## config.mk

```make
export PLATFORM = sky130hd
export DESIGN_NAME = contador_regressivo_flat
export DESIGN_NICKNAME = d
export VERILOG_FILES = /design/src/rtl/contador_regressivo_pkg.sv /design/src/rtl/contador_regressivo_if.sv /design/src/rtl/contador_regressivo_divisor.sv /design/src/rtl/contador_regressivo.sv /design/src/flat_wrapper.sv
export SDC_FILE = /design/constraint.sdc
export NUM_CORES = 1
export LEC_CHECK = 0
export BUFFER_PORTS_ARGS = -buffer_cell sky130_fd_sc_hd__buf_4
export CAP_MARGIN = 20
export CORE_MARGIN = 5
export CORE_UTILIZATION = 40
export DETAILED_ROUTE_END_ITERATION = 6
export SYNTH_ARGS = -nofsm -noshare
export SYNTH_HDL_FRONTEND = slang
export SYNTH_SLANG_ARGS = --single-unit
```

## constraint.sdc

```tcl
create_clock -name CLOCK -period 3.9 [get_ports CLOCK]
set_clock_uncertainty 0.1 [all_clocks]
set_input_delay 0.195 -clock CLOCK [delete_from_list [all_inputs] [get_ports CLOCK]]
set_output_delay 0.195 -clock CLOCK [all_outputs]
set_load 0.1 [all_outputs]
```

## src/rtl/contador_regressivo_pkg.sv

```systemverilog
// Package bomba_pkg: shared types and constants for the bomb countdown core.
//   estado_t  : FSM states (OCIOSO, CONTANDO, DESARMADA, EXPLODIU)
//   bcd_t     : one BCD digit
//   SEG_D_MAX : largest legal seconds-tens digit
//   DIG_MAX   : largest legal BCD digit
//   satura()  : clamps a load digit to its legal maximum
package bomba_pkg;

  typedef enum logic [1:0] {
    OCIOSO    = 2'd0,
    CONTANDO  = 2'd1,
    DESARMADA = 2'd2,
    EXPLODIU  = 2'd3
  } estado_t;

  typedef logic [3:0] bcd_t;

  localparam bcd_t SEG_D_MAX = 4'd5;
  localparam bcd_t DIG_MAX   = 4'd9;

  // Out-of-range load digits are clamped so the display never shows a non-BCD value.
  function automatic bcd_t satura(input bcd_t valor, input bcd_t limite);
    return (valor > limite) ? limite : valor;
  endfunction

endpackage

```

## src/rtl/contador_regressivo_if.sv

```systemverilog
// Interface contador_regressivo_if: groups the control/load inputs and the
// display/status outputs of the countdown core.
//   ARMAR, DESARMAR            : one-cycle key pulses (master -> slave)
//   CARGA_MIN_D..CARGA_SEG_U   : MM:SS load value in BCD (master -> slave)
//   MIN_D..SEG_U               : current MM:SS digits in BCD (slave -> master)
//   ATIVA, DESARMADA           : counting / defused status (slave -> master)
//   TEMPO_ACABOU               : exploded, sticky until RESET (slave -> master)
//   TICK_1HZ                   : one-cycle pulse per elapsed second (slave -> master)
// The slave modport is used by the core; the master modport by whatever drives it.
interface contador_regressivo_if;

  logic            ARMAR;
  logic            DESARMAR;
  bomba_pkg::bcd_t CARGA_MIN_D;
  bomba_pkg::bcd_t CARGA_MIN_U;
  bomba_pkg::bcd_t CARGA_SEG_D;
  bomba_pkg::bcd_t CARGA_SEG_U;
  bomba_pkg::bcd_t MIN_D;
  bomba_pkg::bcd_t MIN_U;
  bomba_pkg::bcd_t SEG_D;
  bomba_pkg::bcd_t SEG_U;
  logic            ATIVA;
  logic            DESARMADA;
  logic            TEMPO_ACABOU;
  logic            TICK_1HZ;

  modport master (
    output ARMAR, DESARMAR, CARGA_MIN_D, CARGA_MIN_U, CARGA_SEG_D, CARGA_SEG_U,
    input  MIN_D, MIN_U, SEG_D, SEG_U, ATIVA, DESARMADA, TEMPO_ACABOU, TICK_1HZ
  );

  modport slave (
    input  ARMAR, DESARMAR, CARGA_MIN_D, CARGA_MIN_U, CARGA_SEG_D, CARGA_SEG_U,
    output MIN_D, MIN_U, SEG_D, SEG_U, ATIVA, DESARMADA, TEMPO_ACABOU, TICK_1HZ
  );

endinterface

```

## src/rtl/contador_regressivo_divisor.sv

```systemverilog
// Module divisor_tick: prescaler that turns CLOCK into one tick per second.
//   CLOCK : system clock
//   RESET : asynchronous, active-high reset
//   EN    : count enable; the count is synchronously cleared while low
//   TICK  : high during the last cycle of each CLK_FREQ_HZ-cycle period,
//           so the consumer acts on the edge where the count wraps
module divisor_tick #(
  parameter int CLK_FREQ_HZ = 50_000_000
) (
  input  logic CLOCK,
  input  logic RESET,
  input  logic EN,
  output logic TICK
);

  localparam int LARGURA = (CLK_FREQ_HZ > 1) ? $clog2(CLK_FREQ_HZ) : 1;
  localparam logic [LARGURA-1:0] TERMINAL = LARGURA'(CLK_FREQ_HZ - 1);

  logic [LARGURA-1:0] contagem;

  // Count 0..CLK_FREQ_HZ-1 while enabled; clearing while disabled means the
  // first period after enabling is always a full second long.
  always_ff @(posedge CLOCK or posedge RESET) begin
    if (RESET) begin
      contagem <= '0;
    end else if (!EN) begin
      contagem <= '0;
    end else if (contagem == TERMINAL) begin
      contagem <= '0;
    end else begin
      contagem <= contagem + LARGURA'(1);
    end
  end

  assign TICK = EN && (contagem == TERMINAL);

endmodule

```

## src/rtl/contador_regressivo.sv

```systemverilog
// Module contador_regressivo: bomb countdown core.
//   CLOCK : system clock, single domain
//   RESET : asynchronous, active-high reset
//   bus   : contador_regressivo_if.slave (keys, MM:SS load, digits, status flags)
// Loads an MM:SS value on ARMAR, counts down once per CLK_FREQ_HZ cycles with
// BCD borrow, freezes on DESARMAR and flags TEMPO_ACABOU when 00:00 is reached.
// Digits, state and TICK_1HZ are all held in registers.
module contador_regressivo
  import bomba_pkg::*;
#(
  parameter int CLK_FREQ_HZ = 50_000_000
) (
  input  logic                  CLOCK,
  input  logic                  RESET,
  contador_regressivo_if.slave  bus
);

  estado_t estado, estado_prox;
  bcd_t    min_d, min_u, seg_d, seg_u;
  bcd_t    min_d_prox, min_u_prox, seg_d_prox, seg_u_prox;
  logic    tick_1hz, tick_1hz_prox;
  logic    tick;
  logic    contando;

  bcd_t    carga_min_d, carga_min_u, carga_seg_d, carga_seg_u;
  logic    carga_zero;
  logic    ultimo_segundo;

  assign contando = (estado == CONTANDO);

  divisor_tick #(
    .CLK_FREQ_HZ(CLK_FREQ_HZ)
  ) u_divisor (
    .CLOCK (CLOCK),
    .RESET (RESET),
    .EN    (contando),
    .TICK  (tick)
  );

  assign carga_min_d = satura(bus.CARGA_MIN_D, DIG_MAX);
  assign carga_min_u = satura(bus.CARGA_MIN_U, DIG_MAX);
  assign carga_seg_d = satura(bus.CARGA_SEG_D, SEG_D_MAX);
  assign carga_seg_u = satura(bus.CARGA_SEG_U, DIG_MAX);

  // A zero load never enters CONTANDO: it explodes on the arming edge itself.
  assign carga_zero = (carga_min_d == 4'd0) && (carga_min_u == 4'd0) &&
                      (carga_seg_d == 4'd0) && (carga_seg_u == 4'd0);

  assign ultimo_segundo = (min_d == 4'd0) && (min_u == 4'd0) &&
                          (seg_d == 4'd0) && (seg_u == 4'd1);

  // Next-state and next-digit logic. DESARMAR is checked before the tick so a
  // defuse always beats a simultaneous second, including the final one. Since
  // 00:01 goes straight to EXPLODIU, CONTANDO never sees 00:00 and the minutes
  // tens digit cannot underflow.
  always_comb begin
    estado_prox   = estado;
    min_d_prox    = min_d;
    min_u_prox    = min_u;
    seg_d_prox    = seg_d;
    seg_u_prox    = seg_u;
    tick_1hz_prox = 1'b0;

    case (estado)
      OCIOSO: begin
        if (bus.ARMAR) begin
          min_d_prox  = carga_min_d;
          min_u_prox  = carga_min_u;
          seg_d_prox  = carga_seg_d;
          seg_u_prox  = carga_seg_u;
          estado_prox = carga_zero ? EXPLODIU : CONTANDO;
        end
      end

      CONTANDO: begin
        if (bus.DESARMAR) begin
          estado_prox = DESARMADA;
        end else if (tick) begin
          tick_1hz_prox = 1'b1;
          if (seg_u != 4'd0) begin
            seg_u_prox = seg_u - 4'd1;
          end else begin
            seg_u_prox = DIG_MAX;
            if (seg_d != 4'd0) begin
              seg_d_prox = seg_d - 4'd1;
            end else begin
              seg_d_prox = SEG_D_MAX;
              if (min_u != 4'd0) begin
                min_u_prox = min_u - 4'd1;
              end else begin
                min_u_prox = DIG_MAX;
                min_d_prox = min_d - 4'd1;
              end
            end
          end
          if (ultimo_segundo) begin
            estado_prox = EXPLODIU;
          end
        end
      end

      default: begin
      end
    endcase
  end

  // State, digit and tick-pulse registers.
  always_ff @(posedge CLOCK or posedge RESET) begin
    if (RESET) begin
      estado   <= OCIOSO;
      min_d    <= 4'd0;
      min_u    <= 4'd0;
      seg_d    <= 4'd0;
      seg_u    <= 4'd0;
      tick_1hz <= 1'b0;
    end else begin
      estado   <= estado_prox;
      min_d    <= min_d_prox;
      min_u    <= min_u_prox;
      seg_d    <= seg_d_prox;
      seg_u    <= seg_u_prox;
      tick_1hz <= tick_1hz_prox;
    end
  end

  assign bus.MIN_D        = min_d;
  assign bus.MIN_U        = min_u;
  assign bus.SEG_D        = seg_d;
  assign bus.SEG_U        = seg_u;
  assign bus.ATIVA        = (estado == CONTANDO);
  assign bus.DESARMADA    = (estado == DESARMADA);
  assign bus.TEMPO_ACABOU = (estado == EXPLODIU);
  assign bus.TICK_1HZ     = tick_1hz;

endmodule

```

## src/flat_wrapper.sv

```systemverilog
// flat-port wrapper written by rule: the top's interface ports become plain ports
module contador_regressivo_flat import bomba_pkg::*;
#(
  parameter int CLK_FREQ_HZ = 50_000_000
)
  (CLOCK, RESET, bus_ARMAR, bus_DESARMAR, bus_CARGA_MIN_D, bus_CARGA_MIN_U, bus_CARGA_SEG_D, bus_CARGA_SEG_U, bus_MIN_D, bus_MIN_U, bus_SEG_D, bus_SEG_U, bus_ATIVA, bus_DESARMADA, bus_TEMPO_ACABOU, bus_TICK_1HZ);
  contador_regressivo_if bus_i ();
  input  logic CLOCK;
  input  logic RESET;
  input wire logic [$bits(bus_i.ARMAR)-1:0] bus_ARMAR;
  input wire logic [$bits(bus_i.DESARMAR)-1:0] bus_DESARMAR;
  input wire logic [$bits(bus_i.CARGA_MIN_D)-1:0] bus_CARGA_MIN_D;
  input wire logic [$bits(bus_i.CARGA_MIN_U)-1:0] bus_CARGA_MIN_U;
  input wire logic [$bits(bus_i.CARGA_SEG_D)-1:0] bus_CARGA_SEG_D;
  input wire logic [$bits(bus_i.CARGA_SEG_U)-1:0] bus_CARGA_SEG_U;
  output wire logic [$bits(bus_i.MIN_D)-1:0] bus_MIN_D;
  output wire logic [$bits(bus_i.MIN_U)-1:0] bus_MIN_U;
  output wire logic [$bits(bus_i.SEG_D)-1:0] bus_SEG_D;
  output wire logic [$bits(bus_i.SEG_U)-1:0] bus_SEG_U;
  output wire logic [$bits(bus_i.ATIVA)-1:0] bus_ATIVA;
  output wire logic [$bits(bus_i.DESARMADA)-1:0] bus_DESARMADA;
  output wire logic [$bits(bus_i.TEMPO_ACABOU)-1:0] bus_TEMPO_ACABOU;
  output wire logic [$bits(bus_i.TICK_1HZ)-1:0] bus_TICK_1HZ;
  assign bus_i.ARMAR = bus_ARMAR;
  assign bus_i.DESARMAR = bus_DESARMAR;
  assign bus_i.CARGA_MIN_D = bus_CARGA_MIN_D;
  assign bus_i.CARGA_MIN_U = bus_CARGA_MIN_U;
  assign bus_i.CARGA_SEG_D = bus_CARGA_SEG_D;
  assign bus_i.CARGA_SEG_U = bus_CARGA_SEG_U;
  assign bus_MIN_D = bus_i.MIN_D;
  assign bus_MIN_U = bus_i.MIN_U;
  assign bus_SEG_D = bus_i.SEG_D;
  assign bus_SEG_U = bus_i.SEG_U;
  assign bus_ATIVA = bus_i.ATIVA;
  assign bus_DESARMADA = bus_i.DESARMADA;
  assign bus_TEMPO_ACABOU = bus_i.TEMPO_ACABOU;
  assign bus_TICK_1HZ = bus_i.TICK_1HZ;
  contador_regressivo #(.CLK_FREQ_HZ(CLK_FREQ_HZ)) u_core (.CLOCK(CLOCK), .RESET(RESET), .bus(bus_i));
endmodule
```

==> impl_metrics.py, run 1 <==
metrics = {
    "run_status": {
        "status": "completed",
    },
    "pwr": {
        "p_int_mw": 0.7816,
        "vdd_drop_max_mv": 0.4091,
        "pwr-share-comb_pct": 41.7,
        "clkPwrFrac_pct": 19.1,
        "p_leak_nw": 1.242,
        "switching_share_pct": 47.38,
        "sequentialPowerShare_pct": 39.2,
        "powerDensity_nw_per_um2": 483.6,
        "switchingPower_mw": 0.7039,
    },
    "clocking": {
        "clock_path_buffers": 2,
        "cts.clk_slew.worst_paths_ns": 0.08,
        "cts_buffers": 5,
        "post_cts_buffers": 0,
        "cts_tree": "built",
        "h-tree-depth": 2,
        "hold_buffers": 0,
        "cts_resized": 0,
        "cts_sinks": 45,
        "clkLatencyLatePin_ns": 0.30,
        "clock-root-buffer": "clkbuf_8",
    },
    "sta": {
        "clock.fmax_ghz": 0.3768,
        "rsz0062_at_grt": "false",
        "drv_slew": 0,
        "hold_viol_final": 0,
        "min_period_ns": 2.654,
        "whs_ns": 0.006366,
        "setup_viol": 0,
        "worstMarginPinSlew_ns": 0.9451,
        "tns_ns": 0,
        "slew_headroom_pct": 37.00,
        "period_share_pct": 68.05,
    },
    "synthesis": {
        "syn-num-nets": 309,
        "avgSynthCellArea_um2": 9.126,
        "yosysTopAreaCell": "dfrtp_1",
        "syn_area_um2": 2610,
        "netlist_instances": 286,
        "synth_edf_count": 0,
        "seq_area_frac_synth_pct": 43.14,
        "async_flop_share_pct": 100.0,
        "netlist-cell-type-count": 55,
        "synth_seq_cells": 45,
        "ys_top_cells_by_count": "dfrtp_1 (45), nor2_1 (45), nand2_1 (19)",
        "ys_top_cells_by_area": "dfrtp_1 (43%), nor2_1 (6.5%), xnor2_1 (4.7%), xor2_1 (3.4%), nand2_1 (2.7%)",
        "synth-main-ff-cell": "dfrtp_1",
        "yosys_warnings": 0,
        "yosys.area.top_type_share_pct": 43.14,
    },
    "grt": {
        "grt_pass1_wl_mm": 11.21,
        "grt_pass1_vias": 2261,
        "grt_max_degree": 46,
        "gr-total-overflow": 0,
        "globalRouteTotalUtil_pct": 16.43,
        "antenna_found_initial": 0,
    },
    "cells_and_area": {
        "syn_to_final_growth_pct": 17.69,
        "n_antenna_cell": 0,
        "fin_nets": 350,
        "drive_gt1_share_pct": 18.90,
    },
    "drt": {
        "wl_mm": 6.465,
        "drtIter0Drc": 122,
        "vias_per_cell": 5.640,
        "drc_errors": 0,
        "drtAntennaViolNets": 0,
        "routedWlPerCell_um": 15.96,
        "vias": 2284,
        "drt-pass1-iter-count": 4,
    },
    "floorplanning": {
        "core.rowCount": 29,
        "core_area_um2": 6350,
        "pin_count": 40,
        "die_height_um": 90.78,
        "initial_utilization_pct": 41.10,
        "die_w_um": 90.78,
        "fp.dieArea_um2": 8240,
    },
    "worst_setup_path": {
        "crit_fanout": 10,
        "crit_type": "register to register",
        "cp_top_family": "simple AND/OR/NAND/NOR gates",
        "crit_chain": "or4b_4 > nor4_4 > nand4_2 > a21oi_2 > mux2_2",
        "worst_ep_arrival_time_ns": 2.74,
        "path_buf_inv": 0,
        "cp_slowest_cell": "nor4_4",
        "crit_path_end_kind": "register",
        "crit_start": "u_core.u_divisor.contagem[9]",
        "r2r_start": "u_core.u_divisor.contagem[9]",
        "cpPeakStageDelay_ns": 0.61,
        "crit_required_ns": 3.99,
        "start_kind": "register",
    },
    "placement": {
        "gp_congestion": 0.8338,
        "dp_hpwl_mm": 4.694,
        "io_buffers": 39,
    },
    "flow_run": {
        "drv_cap": 0,
    },
    "worst_hold_path": {
        "hp-class": "primary input to asynchronous set/reset pin",
    },
}
## through the flow
step	setup WS [ns]	utilization [%]	area [µm²]	total power, mW	cells
after floorplan	1.267	-	2610	1.061	286
after global placement	1.302	47.07	2989	1.210	397
after detailed placement	1.249	47.07	2989	1.211	397
after CTS	1.227	48.37	3072	1.496	405
after global routing	1.097	48.37	3072	1.558	405
final	1.246	48.37	3072	1.486	405
## path summary, 6_finish.rpt
path | to | slack (ns) | cells past startpoint
setup / recovery | u_core.bus.MIN_U[1] | 1.25 | 5
hold / removal | u_core.bus.TICK_1HZ | 0.006 | 2
setup reg to reg | u_core.bus.MIN_U[1] | 1.25 | 5
hold reg to reg | u_core.u_divisor.contagem[5] | 0.45 | 2
max in group asynchronous | u_core.bus.SEG_D[0] | 3.10 | 2
min in group CLOCK | u_core.bus.TICK_1HZ | 0.01 | 2
## state kept, by name (all words and copies together), names as in the netlist
register	count
u_core.bus.MIN_D	4
u_core.bus.MIN_U	4
u_core.bus.SEG_D	4
u_core.bus.SEG_U	4
u_core.bus.TICK_1HZ	1
u_core.estado	2
u_core.u_divisor.contagem	26
## area by class of cell
class	count	area, µm²
clock buffer	6	72.57
clock inverter	2	10.01
fill	647	3278
inverter	14	52.55
multi-input combinational	219	1399
sequential	45	1126
tap	77	96.34
timing repair buffer	42	315.3
## logic make-up after synthesis
logic type	share of synthesized area [%]
xor gates and xnor gates	8.054
adders and majority gates	1.438
DFF	43.14
buffers and inverters	3.260
muxes	0.4314
AOI/OAI and AO/OA	14.86
and+or+nand+nor	28.81
## per-layer routing
layer  wire, µm  track usage [%]
met5          0                0
met4         99            5.501
met3        331            3.167
met2       2924            24.33
met1       3109            23.93
## power by group through the flow
stage / sequential [mW] / clock (mW) / combinational [mW]
finish: 0.582 / 0.284 / 0.620
global route: 0.592 / 0.317 / 0.649
CTS: 0.581 / 0.293 / 0.622
detailed placement: 0.591 / 0 / 0.620
global placement: 0.591 / 0 / 0.619
floorplan: 0.872 / 0 / 0.189
## worst reg2reg max path, cell delays in order, from the launching register on
cell	delay, ns
dfrtp_1	0.43
or4b_4	0.54
nor4_4	0.61
nand4_2	0.24
a21oi_2	0.26
mux2_2	0.36
## cells in the final DEF (no fill, tap or decap), types with 2 or more instances in the layout
cell type,count
a22o_1,2
ha_1,3
and2_1,2
o211ai_1,2
nor2_1,45
o22ai_1,2
o21ai_0,12
dfrtp_1,45
or3_1,2
a31oi_1,7
and4_1,5
nor3_1,11
nor2b_1,3
xnor2_1,14
nor4b_1,3
o22a_1,2
nand2b_1,3
nand2_1,19
clkinv_2,2
xor2_1,10
nand4_1,7
and3_1,4
buf_4,42
a2bb2oi_1,6
a21oi_1,4
nand3_1,10
nor4_1,11
clkbuf_8,5
o21ai_1,2
a41oi_1,2
inv_1,12
or4_1,3
No activity file was read; power rests on OpenSTA's default activity.
==> inputs of run 2 (changes only) <==
==> constraint.sdc (replaced) <==
create_clock -name CLOCK -period 2.4 [get_ports CLOCK]
set_clock_uncertainty 0.1 [all_clocks]
set_input_delay 0.12 -clock CLOCK [delete_from_list [all_inputs] [get_ports CLOCK]]
set_output_delay 0.12 -clock CLOCK [all_outputs]
set_load 0.1 [all_outputs]
==> run 2 against run 1 <==
Effect of this change:
- worst setup slack worse by 1.1 ns
- highest routed layer unchanged
- core utilization up 4.3 points
- clock power up 100%
- sequential share of layout area down 2.9 points
- hold slack better by 0.053 ns
- sequential power up 60%
==> impl_metrics.py, run 2 (synthesis gave the netlist of run 1 again) <==
metrics = {
    "run_status": {
        "status": "completed",
    },
    "clocking": {
        "clkLatencyLatePin_ns": 0.30,
        "cts.clk_slew.worst_paths_ns": 0.09,
        "cts_sinks": 45,
        "h-tree-depth": 2,
        "clock_path_buffers": 2,
        "cts_tree": "built",
        "cts_buffers": 5,
        "clock-root-buffer": "clkbuf_8",
    },
    "cells_and_area": {
        "fin_nets": 378,
        "syn_to_final_growth_pct": 28.14,
        "largest_register_ffs": 26,
        "final_util_pct": 52.67,
        "drive_gt1_share_pct": 25.56,
        "layout_commonest_cell": "buf_4",
        "final_area_um2": 3344,
        "most-common-layout-cells": "buf_4 (66), nor2_1 (45), dfrtp_1 (42), nand2_1 (19), xnor2_1 (14)",
        "top_register": "u_core.u_divisor.contagem",
        "n_antenna_cell": 0,
    },
    "sta": {
        "period_share_pct": 95.75,
        "hold_viol_final": 0,
        "min_period_ns": 2.298,
        "slew_headroom_pct": 71.17,
        "rsz0062_at_grt": "false",
        "fin_ws_ns": 0.1021,
        "clock.fmax_ghz": 0.4352,
        "worstMarginPinSlew_ns": 0.4215,
        "setup_viol": 0,
        "drv_slew": 0,
    },
    "worst_setup_path": {
        "regToRegSetupSlack_ns": 0.10,
        "worst_ep_arrival_time_ns": 2.38,
        "crit_type": "register to register",
        "r2r_start": "u_core.u_divisor.contagem[11]",
        "crit_path_end_kind": "register",
        "crit_fanout": 4,
        "start_kind": "register",
        "r2r_end": "u_core.bus.MIN_U[1]",
        "crit_required_ns": 2.49,
        "r2r_cells": 6,
    },
    "placement": {
        "dp_hpwl_mm": 5.342,
        "dp_slack_ns": 0.01733,
        "gp_congestion": 0.8193,
        "io_buffers": 39,
        "dpl_cell_area_um2": 3186,
    },
    "drt": {
        "drtIter0Drc": 118,
        "met2_wirelength_mm": 3.262,
        "routedWlPerCell_um": 16.26,
        "met1Wirelength_mm": 3.423,
        "vias_per_cell": 5.561,
        "vias": 2408,
        "drt-pass1-iter-count": 4,
        "route.met3.wl_um": 326,
        "highest_layer": "met4",
        "drtAntennaViolNets": 0,
        "drc_errors": 0,
        "wl_mm": 7.041,
    },
    "pwr": {
        "switching_share_pct": 45.23,
        "clkPwrFrac_pct": 22.4,
        "p_int_mw": 1.411,
        "powerDensity_nw_per_um2": 770.6,
        "pwr-share-comb_pct": 41.5,
        "vdd_drop_max_mv": 0.6220,
        "sequentialPowerShare_pct": 36.1,
        "switchingPower_mw": 1.166,
        "finalPower_mw": 2.577,
        "p_leak_nw": 1.392,
    },
    "flow_run": {
        "drv_cap": 0,
    },
    "worst_hold_path": {
        "hold_end": "u_core.bus.MIN_D[1]",
        "hp-class": "primary input to register",
        "hold_start": "bus_CARGA_MIN_D[1]",
        "hold_path_depth": 4,
    },
    "grt": {
        "antenna_found_initial": 0,
        "grt_pass1_vias": 2407,
        "grt_pass1_wl_mm": 11.97,
        "globalRouteTotalUtil_pct": 17.48,
        "grt_max_degree": 25,
        "gr-total-overflow": 0,
    },
    "floorplanning": {
        "fp.dieArea_um2": 8240,
        "die_w_um": 90.78,
        "initial_utilization_pct": 41.10,
        "die_height_um": 90.78,
        "core.rowCount": 29,
        "pin_count": 40,
        "core_area_um2": 6350,
    },
}
[run 2: cell types whose count changed in the layout (fill, tap and decap cells not counted), moves of 2 or more]
cell / previous run / this run
buf_4: 42 / 66
dfrtp_1: 45 / 42
dfrtp_2: 0 / 3
dlygate4sd3_1: 0 / 3
clkinv_2: 2 / 0
[run 2: per-stage QoR]
step                setup TNS (ns)  instances  hold WS (ns)
global route                     0        433       0.02824
detailed placement               0        421      -0.03938
CTS                              0        433       0.03027
finish                           0        433       0.05933
floorplan                  -0.1766        286       0.09347
global placement                 0        421      -0.03959
[run 2: worst max-delay path: stages (launching register included)]
cell	delay [ns]
dfrtp_1	0.39
or4_4	0.55
nor4_4	0.28
buf_4	0.18
nand4_2	0.12
a21oi_2	0.22
mux2_2	0.35
[run 2: what timing repair did]
action	in CTS	in global routing
buffers inserted	1	0
gates resized for setup	0	2
endpoints found under the hold margin	47	0
endpoints found under the setup margin	1	7
hold buffers	3	0
pin swaps	1	0
[run 2: power by group through the flow]
stage	combinational, mW	sequential [mW]	clock (mW)
finish	1.07	0.930	0.577
global route	1.13	0.947	0.636
CTS	1.07	0.928	0.603
detailed placement	1.06	0.944	0
global placement	1.06	0.940	0
floorplan	0.306	1.42	0
[run 2: area by class of cell]
cell class	instances	area, µm²
sequential	45	1130
clock buffer	6	72.57
fill	617	3005
inverter	14	52.55
tap	77	96.34
timing repair buffer	70	545.5
clock inverter	2	38.79
multi-input combinational	219	1409
[run 2: worst max-delay path by stage]
stage,slack [ns],from,cells after the start,end
4_1_cts,0.07,u_core.u_divisor.contagem[11],6,u_core.bus.MIN_U[1]
3_3_place_gp,0.06,u_core.u_divisor.contagem[11],5,u_core.bus.MIN_U[1]
2_1_floorplan,-0.16,u_core.bus.SEG_U[0],5,u_core.bus.MIN_D[2]
6_report,0.10,u_core.u_divisor.contagem[11],6,u_core.bus.MIN_U[1]
3_5_place_dp,0.02,u_core.u_divisor.contagem[11],5,u_core.bus.MIN_U[1]
5_1_grt,0.009,u_core.u_divisor.contagem[11],6,u_core.bus.MIN_D[2]
[run 2: layer usage]
layer	up-vias	GRT usage (%)
li1	1181	-
met1	1165	25.25
met2	60	26.88
met3	2	3.833
met4	0	3.667
met5	-	0
==> inputs of run 3 (changes only) <==
--- a/config.mk
+++ b/config.mk
@@ -7,6 +7,7 @@
 export LEC_CHECK = 0
 export BUFFER_PORTS_ARGS = -buffer_cell sky130_fd_sc_hd__buf_4
 export CAP_MARGIN = 20
+export CORE_ASPECT_RATIO = 0.7
 export CORE_MARGIN = 5
 export CORE_UTILIZATION = 40
 export DETAILED_ROUTE_END_ITERATION = 6
==> run 3 against run 2 <==
Effect of this change:
- final cell count rose by 1.4%
- critical path type unchanged
- clock-buffer cell count shrank 1
- clock power decreased by 15%
- non-clock buffer count increased by 5
- flip-flop and latch count did not move
- core utilization grew 1.7 points
==> impl_metrics.py, run 3 (synthesis gave the netlist of run 1 again) <==
metrics = {
    "drt": {
        "drc_errors": 0,
        "vias_per_cell": 5.601,
        "drtAntennaViolNets": 0,
        "drtIter0Drc": 129,
        "vias": 2459,
        "routedWlPerCell_um": 16.78,
        "wl_mm": 7.368,
        "drt-pass1-iter-count": 5,
    },
    "worst_setup_path": {
        "crit_start": "u_core.u_divisor.contagem[18]",
        "r2r_end": "u_core.bus.MIN_U[3]",
        "r2r_cells": 7,
        "start_kind": "register",
        "worst_ep_arrival_time_ns": 2.46,
        "r2r_start": "u_core.u_divisor.contagem[18]",
        "crit_type": "register to register",
        "crit_fanout": 5,
        "crit_path_end_kind": "register",
        "crit_required_ns": 2.52,
        "regToRegSetupSlack_ns": 0.06,
    },
    "cells_and_area": {
        "most-common-layout-cells": "buf_4 (69), nor2_1 (45), dfrtp_1 (42), nand2_1 (19), xnor2_1 (14)",
        "n_antenna_cell": 0,
        "top_register": "u_core.u_divisor.contagem",
        "fin_nets": 383,
        "final_util_pct": 54.37,
        "layout_commonest_cell": "buf_4",
        "multi_input_area_um2": 1458,
        "drive_gt1_share_pct": 28.25,
        "largest_register_ffs": 26,
        "filler_cell_count": 574,
        "seq_area_um2": 1130,
        "syn_to_final_growth_pct": 30.73,
    },
    "worst_hold_path": {
        "hp-class": "primary input to register",
        "hold_path_depth": 3,
        "hold_end": "u_core.bus.MIN_U[2]",
        "hold_start": "bus_CARGA_MIN_U[2]",
    },
    "grt": {
        "gr-total-overflow": 0,
        "grt_pass1_vias": 2365,
        "grt_max_degree": 25,
        "antenna_found_initial": 0,
        "grt_pass1_wl_mm": 12.42,
        "globalRouteTotalUtil_pct": 18.60,
    },
    "sta": {
        "hold_viol_final": 0,
        "tns_ns": 0,
        "min_period_ns": 2.337,
        "setup_viol": 0,
        "rsz0062_at_grt": "false",
        "whs_ns": 0.05857,
        "fin_ws_ns": 0.06252,
        "period_share_pct": 97.39,
        "clock.fmax_ghz": 0.4278,
        "drv_slew": 0,
        "worstMarginPinSlew_ns": 0.5798,
        "slew_headroom_pct": 60.99,
    },
    "floorplanning": {
        "pin_count": 40,
        "initial_utilization_pct": 41.59,
        "die_w_um": 106.5,
        "die_height_um": 77.59,
        "fp.dieArea_um2": 8266,
        "core.rowCount": 24,
        "core_area_um2": 6276,
    },
    "clocking": {
        "h-tree-depth": 2,
        "clock_path_buffers": 2,
        "cts_sinks": 45,
        "cts.clk_slew.worst_paths_ns": 0.09,
        "clock-root-buffer": "clkbuf_8",
        "clkLatencyLatePin_ns": 0.30,
        "cts_buffers": 5,
        "cts_tree": "built",
    },
    "placement": {
        "io_buffers": 39,
        "dp_hpwl_mm": 5.538,
        "dp_slack_ns": 0.01560,
        "gp_congestion": 0.8593,
    },
    "run_status": {
        "status": "completed",
    },
    "flow_run": {
        "drv_cap": 0,
    },
    "pwr": {
        "p_leak_nw": 1.434,
        "powerDensity_nw_per_um2": 738.8,
        "vdd_drop_max_mv": 0.4968,
    },
}
## run 3: final cells by class
| cell class | count | area share, % |
|---|---|---|
| Clock inverter | 3 | 0.6234 |
| Inverter | 14 | 1.540 |
| Clock buffer | 5 | 2.017 |
| Multi-Input combinational cell | 219 | 42.72 |
| Tap cell | 78 | 2.860 |
| Timing Repair Buffer | 75 | 17.13 |
| Sequential cell | 45 | 33.11 |
## run 3: per-layer routing
metal	vias to the layer above	part of all wire (%)	global-route usage (%)	routed length, µm
met5	-	0	0	0
met4	0	1.0	4.342	76
met3	8	5.7	3.483	420
met2	77	39	24.02	2877
met1	1174	54	31.07	3994
li1	1200	-	-	-
## run 3: worst max path at each step
stage	end	slack (ns)	cells past startpoint
2_1_floorplan	u_core.bus.MIN_D[2]	-0.16	5
3_3_place_gp	u_core.bus.MIN_D[2]	0.06	6
3_5_place_dp	u_core.bus.MIN_U[1]	0.02	6
4_1_cts	u_core.bus.MIN_D[2]	0.01	6
5_1_grt	u_core.bus.MIN_D[2]	0.004	6
6_report	u_core.bus.MIN_U[3]	0.06	7
## run 3: critical path, cell delays in order (launching register included)
cell and delay [ns]:
dfrtp_1 0.39, or4_4 0.55, nor4_4 0.32, buf_6 0.18, nand4_4 0.09, or3_4 0.39, buf_4 0.15, o211ai_1 0.08
## run 3: metrics by stage
step                      std cells  cell area (µm²)  total power, mW
after global routing            439             3412            2.639
after detailed placement        421             3179            2.010
final                           439             3412            2.521
after global placement          421             3179            2.007
after floorplan                 286             2615            1.724
after CTS                       432             3303            2.506
## run 3: repair_timing
| action | CTS | global route |
|---|---|---|
| hold buffers | 3 | 0 |
| cloned | 0 | 1 |
| setup endpoints to repair | 2 | 7 |
| pin swaps | 1 | 4 |
| endpoints found under the hold margin | 22 | 0 |
| gates resized for setup | 1 | 10 |
| setup buffers | 0 | 6 |
## run 3: power by group
part | leakage, nW | internal, mW | switching [mW]
combinational | 0.797 | 0.275 | 0.824
sequential | 0.592 | 0.830 | 0.104
clock | 0.0445 | 0.207 | 0.281
